File: config.mk
export PLATFORM = sky130hd
export DESIGN_NAME = reorder_buffer_flat
export DESIGN_NICKNAME = d
export VERILOG_FILES = /design/src/rtl/reorder_buffer_pkg.sv /design/src/rtl/reorder_buffer_if.sv /design/src/rtl/reorder_buffer.sv /design/src/flat_wrapper.sv
export SDC_FILE = /design/constraint.sdc
export NUM_CORES = 2
export LEC_CHECK = 0
export BUFFER_PORTS_ARGS = -buffer_cell sky130_fd_sc_hd__buf_2
export CAP_MARGIN = 20
export CORE_MARGIN = 10
export CORE_UTILIZATION = 35
export CTS_CLUSTER_SIZE = 12
export DETAILED_ROUTE_END_ITERATION = 12
export PLACE_DENSITY_LB_ADDON = 0.1
export RECOVER_POWER = 25
export SYNTH_ARGS = -nofsm -noshare
export SYNTH_HDL_FRONTEND = slang
export SYNTH_SLANG_ARGS = --single-unit
File: constraint.sdc
create_clock -name clk -period 5.2 [get_ports clk]
set_clock_uncertainty 0.05 [all_clocks]
set_input_delay 1.04 -clock clk [delete_from_list [all_inputs] [get_ports clk]]
set_output_delay 1.04 -clock clk [all_outputs]
set_load 0.02 [all_outputs]
File: src/rtl/reorder_buffer_pkg.sv
// Shared reorder-buffer definitions: entry type encodings, default geometry, the
// NO_TAG sentinel used by the reservation station, and the per-entry record.
package reorder_buffer_pkg;

  localparam int unsigned ROB_DEPTH = 16;
  localparam int unsigned ROB_TAG_W = 4;

  // One bit wider than a real tag so it can never collide with a live entry.
  localparam logic [ROB_TAG_W:0] NO_TAG = {1'b1, {ROB_TAG_W{1'b0}}};

  typedef enum logic [1:0] {
    ROB_ALU = 2'd0,  // ALU / JAL, writes rd
    ROB_BR  = 2'd1,  // branch / JALR
    ROB_ST  = 2'd2,  // store
    ROB_LD  = 2'd3   // load
  } rob_type_e;

  typedef struct packed {
    logic        busy;
    logic        done;
    rob_type_e   typ;
    logic [4:0]  rd;
    logic [31:0] pc;
    logic        pred_taken;
    logic [31:0] value;
    logic        taken;
    logic [31:0] target;
  } rob_entry_t;

endpackage

File: src/rtl/reorder_buffer_if.sv
// Bundle of every reorder-buffer signal except clk/rst.
//   master : dispatcher / writeback / retire consumers (drives issue, wb, rdy)
//   slave  : the reorder buffer itself
interface reorder_buffer_if
  import reorder_buffer_pkg::*;
#(
  parameter int unsigned DEPTH = ROB_DEPTH,
  parameter int unsigned TAG_W = ROB_TAG_W
);
  logic                  rdy;
  logic                  issue_valid;
  logic [1:0]            issue_type;
  logic [4:0]            issue_rd;
  logic [31:0]           issue_pc;
  logic                  issue_pred_taken;
  logic                  issue_ack;
  logic [TAG_W-1:0]      issue_tag;
  logic                  full;
  logic                  wb_valid;
  logic [TAG_W-1:0]      wb_tag;
  logic [31:0]           wb_value;
  logic                  wb_taken;
  logic [31:0]           wb_target;
  logic [DEPTH-1:0]      rob_valid_vec;
  logic [32*DEPTH-1:0]   rob_value_bus;
  logic                  commit_valid;
  logic [4:0]            commit_rd;
  logic [31:0]           commit_value;
  logic [TAG_W-1:0]      commit_tag;
  logic                  store_commit;
  logic                  flush_valid;
  logic [31:0]           flush_pc;

  modport master (
    output rdy, issue_valid, issue_type, issue_rd, issue_pc, issue_pred_taken,
    output wb_valid, wb_tag, wb_value, wb_taken, wb_target,
    input  issue_ack, issue_tag, full, rob_valid_vec, rob_value_bus,
    input  commit_valid, commit_rd, commit_value, commit_tag, store_commit,
    input  flush_valid, flush_pc
  );

  modport slave (
    input  rdy, issue_valid, issue_type, issue_rd, issue_pc, issue_pred_taken,
    input  wb_valid, wb_tag, wb_value, wb_taken, wb_target,
    output issue_ack, issue_tag, full, rob_valid_vec, rob_value_bus,
    output commit_valid, commit_rd, commit_value, commit_tag, store_commit,
    output flush_valid, flush_pc
  );
endinterface

File: src/rtl/reorder_buffer.sv
// Circular reorder buffer. Allocates a tag per issued instruction, captures
// writebacks, exposes a per-entry ready/value view for operand forwarding and
// retires in program order, flushing everything on a mispredicted branch at head.
// Ports:
//   clk    : clock
//   rst    : synchronous active-high reset
//   bus_io : reorder_buffer_if.slave (issue, writeback, forwarding view, commit, flush)
module reorder_buffer
  import reorder_buffer_pkg::*;
#(
  parameter int unsigned DEPTH = ROB_DEPTH,
  parameter int unsigned TAG_W = ROB_TAG_W
) (
  input logic              clk,
  input logic              rst,
  reorder_buffer_if.slave  bus_io
);

  localparam logic [TAG_W:0] FullCount = (TAG_W + 1)'(DEPTH);

  rob_entry_t       entries_q [DEPTH];
  rob_entry_t       entries_d [DEPTH];
  logic [TAG_W-1:0] head_q, head_d, tail_q, tail_d;
  logic [TAG_W:0]   count_q, count_d;

  logic             commit_valid_q, commit_valid_d;
  logic [4:0]       commit_rd_q, commit_rd_d;
  logic [31:0]      commit_value_q, commit_value_d;
  logic [TAG_W-1:0] commit_tag_q, commit_tag_d;
  logic             store_commit_q, store_commit_d;
  logic             flush_valid_q, flush_valid_d;
  logic [31:0]      flush_pc_q, flush_pc_d;

  rob_entry_t head_e;
  logic       full, retire, mispredict, flush_now, issue_ack;

  assign head_e     = entries_q[head_q];
  assign full       = (count_q == FullCount);
  assign retire     = bus_io.rdy & head_e.busy & head_e.done;
  assign mispredict = (head_e.typ == ROB_BR) & (head_e.taken != head_e.pred_taken);
  assign flush_now  = retire & mispredict;
  // full uses the registered count: a retire this cycle does not open a slot yet.
  assign issue_ack  = bus_io.rdy & bus_io.issue_valid & ~full & ~flush_now;

  always_comb begin
    entries_d      = entries_q;
    head_d         = head_q;
    tail_d         = tail_q;
    count_d        = count_q;
    commit_valid_d = 1'b0;
    commit_rd_d    = commit_rd_q;
    commit_value_d = commit_value_q;
    commit_tag_d   = commit_tag_q;
    store_commit_d = 1'b0;
    flush_valid_d  = 1'b0;
    flush_pc_d     = flush_pc_q;

    if (retire) begin
      commit_valid_d = (head_e.typ != ROB_ST) & (head_e.rd != 5'd0);
      store_commit_d = (head_e.typ == ROB_ST);
      commit_rd_d    = head_e.rd;
      commit_value_d = head_e.value;
      commit_tag_d   = head_q;
    end

    if (flush_now) begin
      // Same-cycle issue and writeback are dropped along with every younger entry.
      for (int i = 0; i < int'(DEPTH); i++) entries_d[i] = '0;
      head_d        = '0;
      tail_d        = '0;
      count_d       = '0;
      flush_valid_d = 1'b1;
      flush_pc_d    = head_e.taken ? head_e.target : head_e.pc + 32'd4;
    end else begin
      if (bus_io.rdy && bus_io.wb_valid && entries_q[bus_io.wb_tag].busy) begin
        entries_d[bus_io.wb_tag].done   = 1'b1;
        entries_d[bus_io.wb_tag].value  = bus_io.wb_value;
        entries_d[bus_io.wb_tag].taken  = bus_io.wb_taken;
        entries_d[bus_io.wb_tag].target = bus_io.wb_target;
      end
      if (retire) begin
        entries_d[head_q] = '0;
        head_d            = head_q + TAG_W'(1);
      end
      if (issue_ack) begin
        entries_d[tail_q]            = '0;
        entries_d[tail_q].busy       = 1'b1;
        entries_d[tail_q].typ        = rob_type_e'(bus_io.issue_type);
        entries_d[tail_q].rd         = bus_io.issue_rd;
        entries_d[tail_q].pc         = bus_io.issue_pc;
        entries_d[tail_q].pred_taken = bus_io.issue_pred_taken;
        tail_d                       = tail_q + TAG_W'(1);
      end
      unique case ({issue_ack, retire})
        2'b10:   count_d = count_q + (TAG_W + 1)'(1);
        2'b01:   count_d = count_q - (TAG_W + 1)'(1);
        default: count_d = count_q;
      endcase
    end
  end

  always_ff @(posedge clk) begin
    if (rst) begin
      for (int i = 0; i < int'(DEPTH); i++) entries_q[i] <= '0;
      head_q         <= '0;
      tail_q         <= '0;
      count_q        <= '0;
      commit_valid_q <= 1'b0;
      commit_rd_q    <= '0;
      commit_value_q <= '0;
      commit_tag_q   <= '0;
      store_commit_q <= 1'b0;
      flush_valid_q  <= 1'b0;
      flush_pc_q     <= '0;
    end else begin
      entries_q      <= entries_d;
      head_q         <= head_d;
      tail_q         <= tail_d;
      count_q        <= count_d;
      commit_valid_q <= commit_valid_d;
      commit_rd_q    <= commit_rd_d;
      commit_value_q <= commit_value_d;
      commit_tag_q   <= commit_tag_d;
      store_commit_q <= store_commit_d;
      flush_valid_q  <= flush_valid_d;
      flush_pc_q     <= flush_pc_d;
    end
  end

  always_comb begin
    bus_io.rob_valid_vec = '0;
    bus_io.rob_value_bus = '0;
    for (int i = 0; i < int'(DEPTH); i++) begin
      bus_io.rob_valid_vec[i]          = entries_q[i].busy & entries_q[i].done;
      bus_io.rob_value_bus[32*i +: 32] = entries_q[i].value;
    end
  end

  assign bus_io.issue_ack    = issue_ack;
  assign bus_io.issue_tag    = tail_q;
  assign bus_io.full         = full;
  assign bus_io.commit_valid = commit_valid_q;
  assign bus_io.commit_rd    = commit_rd_q;
  assign bus_io.commit_value = commit_value_q;
  assign bus_io.commit_tag   = commit_tag_q;
  assign bus_io.store_commit = store_commit_q;
  assign bus_io.flush_valid  = flush_valid_q;
  assign bus_io.flush_pc     = flush_pc_q;

endmodule

File: src/flat_wrapper.sv
// flat-port wrapper written by rule: the top's interface ports become plain ports
module reorder_buffer_flat import reorder_buffer_pkg::*;
#(
  parameter int unsigned DEPTH = ROB_DEPTH,
  parameter int unsigned TAG_W = ROB_TAG_W
)
  (clk, rst, bus_io_rdy, bus_io_issue_valid, bus_io_issue_type, bus_io_issue_rd, bus_io_issue_pc, bus_io_issue_pred_taken, bus_io_wb_valid, bus_io_wb_tag, bus_io_wb_value, bus_io_wb_taken, bus_io_wb_target, bus_io_issue_ack, bus_io_issue_tag, bus_io_full, bus_io_rob_valid_vec, bus_io_rob_value_bus, bus_io_commit_valid, bus_io_commit_rd, bus_io_commit_value, bus_io_commit_tag, bus_io_store_commit, bus_io_flush_valid, bus_io_flush_pc);
  reorder_buffer_if #(.DEPTH(DEPTH), .TAG_W(TAG_W)) bus_io_i ();
  input logic clk;
  input logic rst;
  input wire logic [$bits(bus_io_i.rdy)-1:0] bus_io_rdy;
  input wire logic [$bits(bus_io_i.issue_valid)-1:0] bus_io_issue_valid;
  input wire logic [$bits(bus_io_i.issue_type)-1:0] bus_io_issue_type;
  input wire logic [$bits(bus_io_i.issue_rd)-1:0] bus_io_issue_rd;
  input wire logic [$bits(bus_io_i.issue_pc)-1:0] bus_io_issue_pc;
  input wire logic [$bits(bus_io_i.issue_pred_taken)-1:0] bus_io_issue_pred_taken;
  input wire logic [$bits(bus_io_i.wb_valid)-1:0] bus_io_wb_valid;
  input wire logic [$bits(bus_io_i.wb_tag)-1:0] bus_io_wb_tag;
  input wire logic [$bits(bus_io_i.wb_value)-1:0] bus_io_wb_value;
  input wire logic [$bits(bus_io_i.wb_taken)-1:0] bus_io_wb_taken;
  input wire logic [$bits(bus_io_i.wb_target)-1:0] bus_io_wb_target;
  output wire logic [$bits(bus_io_i.issue_ack)-1:0] bus_io_issue_ack;
  output wire logic [$bits(bus_io_i.issue_tag)-1:0] bus_io_issue_tag;
  output wire logic [$bits(bus_io_i.full)-1:0] bus_io_full;
  output wire logic [$bits(bus_io_i.rob_valid_vec)-1:0] bus_io_rob_valid_vec;
  output wire logic [$bits(bus_io_i.rob_value_bus)-1:0] bus_io_rob_value_bus;
  output wire logic [$bits(bus_io_i.commit_valid)-1:0] bus_io_commit_valid;
  output wire logic [$bits(bus_io_i.commit_rd)-1:0] bus_io_commit_rd;
  output wire logic [$bits(bus_io_i.commit_value)-1:0] bus_io_commit_value;
  output wire logic [$bits(bus_io_i.commit_tag)-1:0] bus_io_commit_tag;
  output wire logic [$bits(bus_io_i.store_commit)-1:0] bus_io_store_commit;
  output wire logic [$bits(bus_io_i.flush_valid)-1:0] bus_io_flush_valid;
  output wire logic [$bits(bus_io_i.flush_pc)-1:0] bus_io_flush_pc;
  assign bus_io_i.rdy = bus_io_rdy;
  assign bus_io_i.issue_valid = bus_io_issue_valid;
  assign bus_io_i.issue_type = bus_io_issue_type;
  assign bus_io_i.issue_rd = bus_io_issue_rd;
  assign bus_io_i.issue_pc = bus_io_issue_pc;
  assign bus_io_i.issue_pred_taken = bus_io_issue_pred_taken;
  assign bus_io_i.wb_valid = bus_io_wb_valid;
  assign bus_io_i.wb_tag = bus_io_wb_tag;
  assign bus_io_i.wb_value = bus_io_wb_value;
  assign bus_io_i.wb_taken = bus_io_wb_taken;
  assign bus_io_i.wb_target = bus_io_wb_target;
  assign bus_io_issue_ack = bus_io_i.issue_ack;
  assign bus_io_issue_tag = bus_io_i.issue_tag;
  assign bus_io_full = bus_io_i.full;
  assign bus_io_rob_valid_vec = bus_io_i.rob_valid_vec;
  assign bus_io_rob_value_bus = bus_io_i.rob_value_bus;
  assign bus_io_commit_valid = bus_io_i.commit_valid;
  assign bus_io_commit_rd = bus_io_i.commit_rd;
  assign bus_io_commit_value = bus_io_i.commit_value;
  assign bus_io_commit_tag = bus_io_i.commit_tag;
  assign bus_io_store_commit = bus_io_i.store_commit;
  assign bus_io_flush_valid = bus_io_i.flush_valid;
  assign bus_io_flush_pc = bus_io_i.flush_pc;
  reorder_buffer #(.DEPTH(DEPTH), .TAG_W(TAG_W)) u_core (.clk(clk), .rst(rst), .bus_io(bus_io_i));
endmodule
==> results summary <==
The run finished with clean final reports. In this run the vertical extent of the chip is 496 um. In this run the power spent charging and discharging nets is 7050 uW. TritonCTS created 201 clock buffers. The post-route standard cell area excluding fillers is 0.0872 mm^2.

The number of global-route vias before repair was 62600. The startpoint class of the critical path is a flip-flop. The cell count after synthesis is 8806. The share of total power consumed by net switching came out at 24.1%. The setup TNS after final layout is 0 ns. In this run the worst hold path is classified as flip-flop to flip-flop. The arrival time of the worst setup path came out at 3.92 ns.

The wire length of the first global-routing pass came out at 494000 um. STA classifies the critical path endpoint as a primary output. The largest net degree at the start of global routing is 130.

The largest individual stage delay along the critical path comes from the cell mux4_1. STA puts the critical path data required time at 4.11 ns. The mean routed wirelength per cell is 30.5 um. The signal on the critical path passes through mux4_1, mux4_2, xor2_1, nand3b_4, o21a_2, buf_4, buf_2. The via density per instance came out at 5.66. The post-placement cell area came out at 0.0813 mm^2.

By startpoint and endpoint, the worst setup path is classified as flip-flop to primary output. The final core area utilization came out at 38.7%. After synthesis the cells add up to 0.0793 mm^2.

The relative contribution of sequential cells to total power came out at 47.2%. The maximum resistive drop on vdd came out at 0.257 mV. Of the post-synthesis cell area, the dominant cell type holds 45.4%. The fraction of layout instances using a drive strength above 1 came out at 13.9%. In this run the worst path has a maximum fanout of 22.

The total of warnings raised by yosys came out at 0. Counting flops with an async set or reset pin after synthesis yields a share of 0%. CTS saw 1801 sinks. The count of distinct cell types in the synthesized netlist came out at 74. Across every metal layer, demand over resource in global routing totals 27.6%. The combinational power share is 3.5%. The most used standard cell by instance count after synthesis is nand2_1.

The first detailed-routing pass took 6 iterations. Setup repair after global routing left no endpoint under its margin. The number of pins exceeding their max-slew limit in the final report came out at 0. At the pin with the least slew margin, the transition time is 1.23 ns. The count of buffers from port buffering is 723.

The number of flops mapped to enable cells by yosys is 0. The total congestion overflow came out at 0. The worst path in the final design needs a cycle of 5.01 ns, including I/O delays and setup.

The initial antenna violation count is 42. Fill cells in the final layout number 22800. The synthesized area divided by synthesized cell count came out at 9.01 um^2. The worst path meets setup with 0.189 ns of slack. The number of violations of the max-capacitance limit came out at 0. The count of pins on the block boundary came out at 724. Detailed routing inserted a total of 66300 vias. The final-stage net count is 8658. The tree is rooted in a clkbuf_16. The total area inside the core boundary comes to 0.225 mm^2. Once the clock tree was built, the setup fixing pass inserted 0 buffers. The residual DRC count came out at 0. The flip-flop and latch count after synthesis is 1801.

Internal power comes to 22300 uW. The number of design-rule violations left by the first detailed-router iteration is 6648. In this run the number of H-tree levels came out at 4.

The part of the power in the clock network came out at 49.2%. The post-cts resize count came out at 0. The final clock period utilization by the worst path is 96.4%.

Among all flip-flop cells after synthesis, the most frequent one is dfxtp_1. Sequential elements use 45.4% of the synthesized area. The die footprint is 0.246 mm^2. The largest stage delay on the critical path is 0.65 ns. Hold repair after CTS inserted 0 buffers.

The floorplan has 174 rows. Timing analysis after detailed placement gives a worst setup slack of 0.777 ns. The initial utilization of the core area, before any placement, comes to 35.2%. Power spread over the standard cell area amounts to 336 mW/mm^2.

Detailed placement ended at an HPWL of 215000 um. The final number of setup-violating endpoints is 0. The number of hold-slack violations in the final timing report came to 0. The placer's final routability congestion estimate is 0.860. The count of antenna-violating nets left after detailed routing came out at 0. At the later pin of the worst-skew pair, clock insertion delay measures 0.88 ns.

The buffers plus inverters on the worst setup path is 2. The worst max-slew margin expressed relative to the limit came out at 17.7%. Yosys attributes the largest share of cell area to dfxtp_1 (45%), mux4_2 (13%), nand2_1 (10%).

dfxtp_1 takes more of the synthesized area than any other cell. The net count of the mapped netlist came out at 8933. The clock tree from TritonCTS is yes. In this run the horizontal extent of the chip is 496 um. The number of buffers on the longest clock path is 3.

After clock tree synthesis, the clock-pin slew on the worst setup and hold paths is 0.07 ns. Counting instances in the post-synthesis netlist gives the leading cell types as nand2_1 (2216), dfxtp_1 (1801), a21oi_1 (1105). The final layout contains routed wiring with a total length of 357000 um.

The area added between synthesis and finish is 9.91%. On the critical path the largest part of the delay comes from multiplexers. The maximum achievable frequency came out at 200 MHz. The smallest hold slack came out at 0.402 ns.

The leakage power of the design came out at 0.0283 uW.
==> metal layers <==
metal  up-vias  GRT usage [%]  part of all wire (%)
met2      3250           46.1                    47
met4         6           12.2                   4.6
met1     33100           35.0                    40
met5         -              0                0.0095
met3       721           4.71                   7.7
li1      29200              -                     -
==> flip-flops by register name, indices dropped and copies added (netlist names) <==
signal / cells
u_core.entries_q: 1200
u_core.bus_io.commit_value: 32
u_core.bus_io.flush_pc: 32
u_core.bus_io.issue_tag: 4
u_core.bus_io.commit_valid: 1
u_core.bus_io.store_commit: 1
u_core.bus_io.commit_tag: 4
u_core.head_q: 4
u_core.count_q: 5
u_core.bus_io.flush_valid: 1
u_core.bus_io.commit_rd: 5
u_core.bus_io.rob_value_bus: 512
==> path summary, 6_finish.rpt <==
kind                                             to  slack [ns]  cells past startpoint                              from
hold / removal     u_core.entries_q[135]$_SDFF_PP0_        0.40                      2  u_core.entries_q[135]$_SDFF_PP0_
setup reg to reg  u_core.entries_q[1671]$_SDFF_PP0_        0.73                      9     u_core.head_q[0]$_SDFFE_PP0N_
hold reg to reg    u_core.entries_q[135]$_SDFF_PP0_        0.40                      2  u_core.entries_q[135]$_SDFF_PP0_
setup / recovery                   bus_io_issue_ack        0.19                      7     u_core.head_q[0]$_SDFFE_PP0N_
==> final cells by class <==
cell class	instances	area, um^2	area share [%]
well taps	2992	3740	4.29
inverters	12	52.6	0.0603
flip-flops and latches	1801	36100	41.4
multi-input cells	5608	35800	41.0
clock buffers	304	5940	6.82
diodes	16	40.0	0.0459
repair buffers	907	4950	5.68
clock inverters	59	621	0.712
==> power groups by stage <==
stage	clock network (uW)	registers [uW]	logic, uW
floorplan	0	14100	520
global placement	0	14100	1020
detailed placement	0	14100	1020
CTS	14600	13800	1020
global route	15200	13800	1060
finish	14400	13800	1040
==> through the flow <==
step                power (uW)  instances
CTS                      29500      11700
global placement         15200      11300
global route             30100      11700
finish                   29300      11700
detailed placement       15200      11300
floorplan                14700       8806
==> worst reg2reg max path, stage by stage (launching register included) <==
cell and delay (ns):
dfxtp_4 0.63, mux4_1 0.66, mux4_2 0.52, xor2_1 0.22, nand3b_4 0.11, buf_4 0.25
nor2_4 0.07, nor2_4 0.76, nand2_1 0.70, o21ai_0 0.38
==> kinds of logic after synthesis <==
family / share of synthesized area (%)
fa+ha+maj: 0.205
simple gates: 16.6
compound gates: 12.0
buf+inv: 10.0
mux: 15.3
flops: 45.4
xor+xnor: 0.386
==> cells in the final DEF, fill, tap and decap left out, types with 114 or more instances in the layout <==
cell          n
nand2_1    2200
dfxtp_1    1798
a21oi_1    1105
nand3_1     655
clkbuf_1    652
o21ai_0     645
mux4_2      470
clkbuf_16   206
buf_4       128
buf_2       126
nor2_1      114
Note: power is estimated with default switching activity, not from simulation.
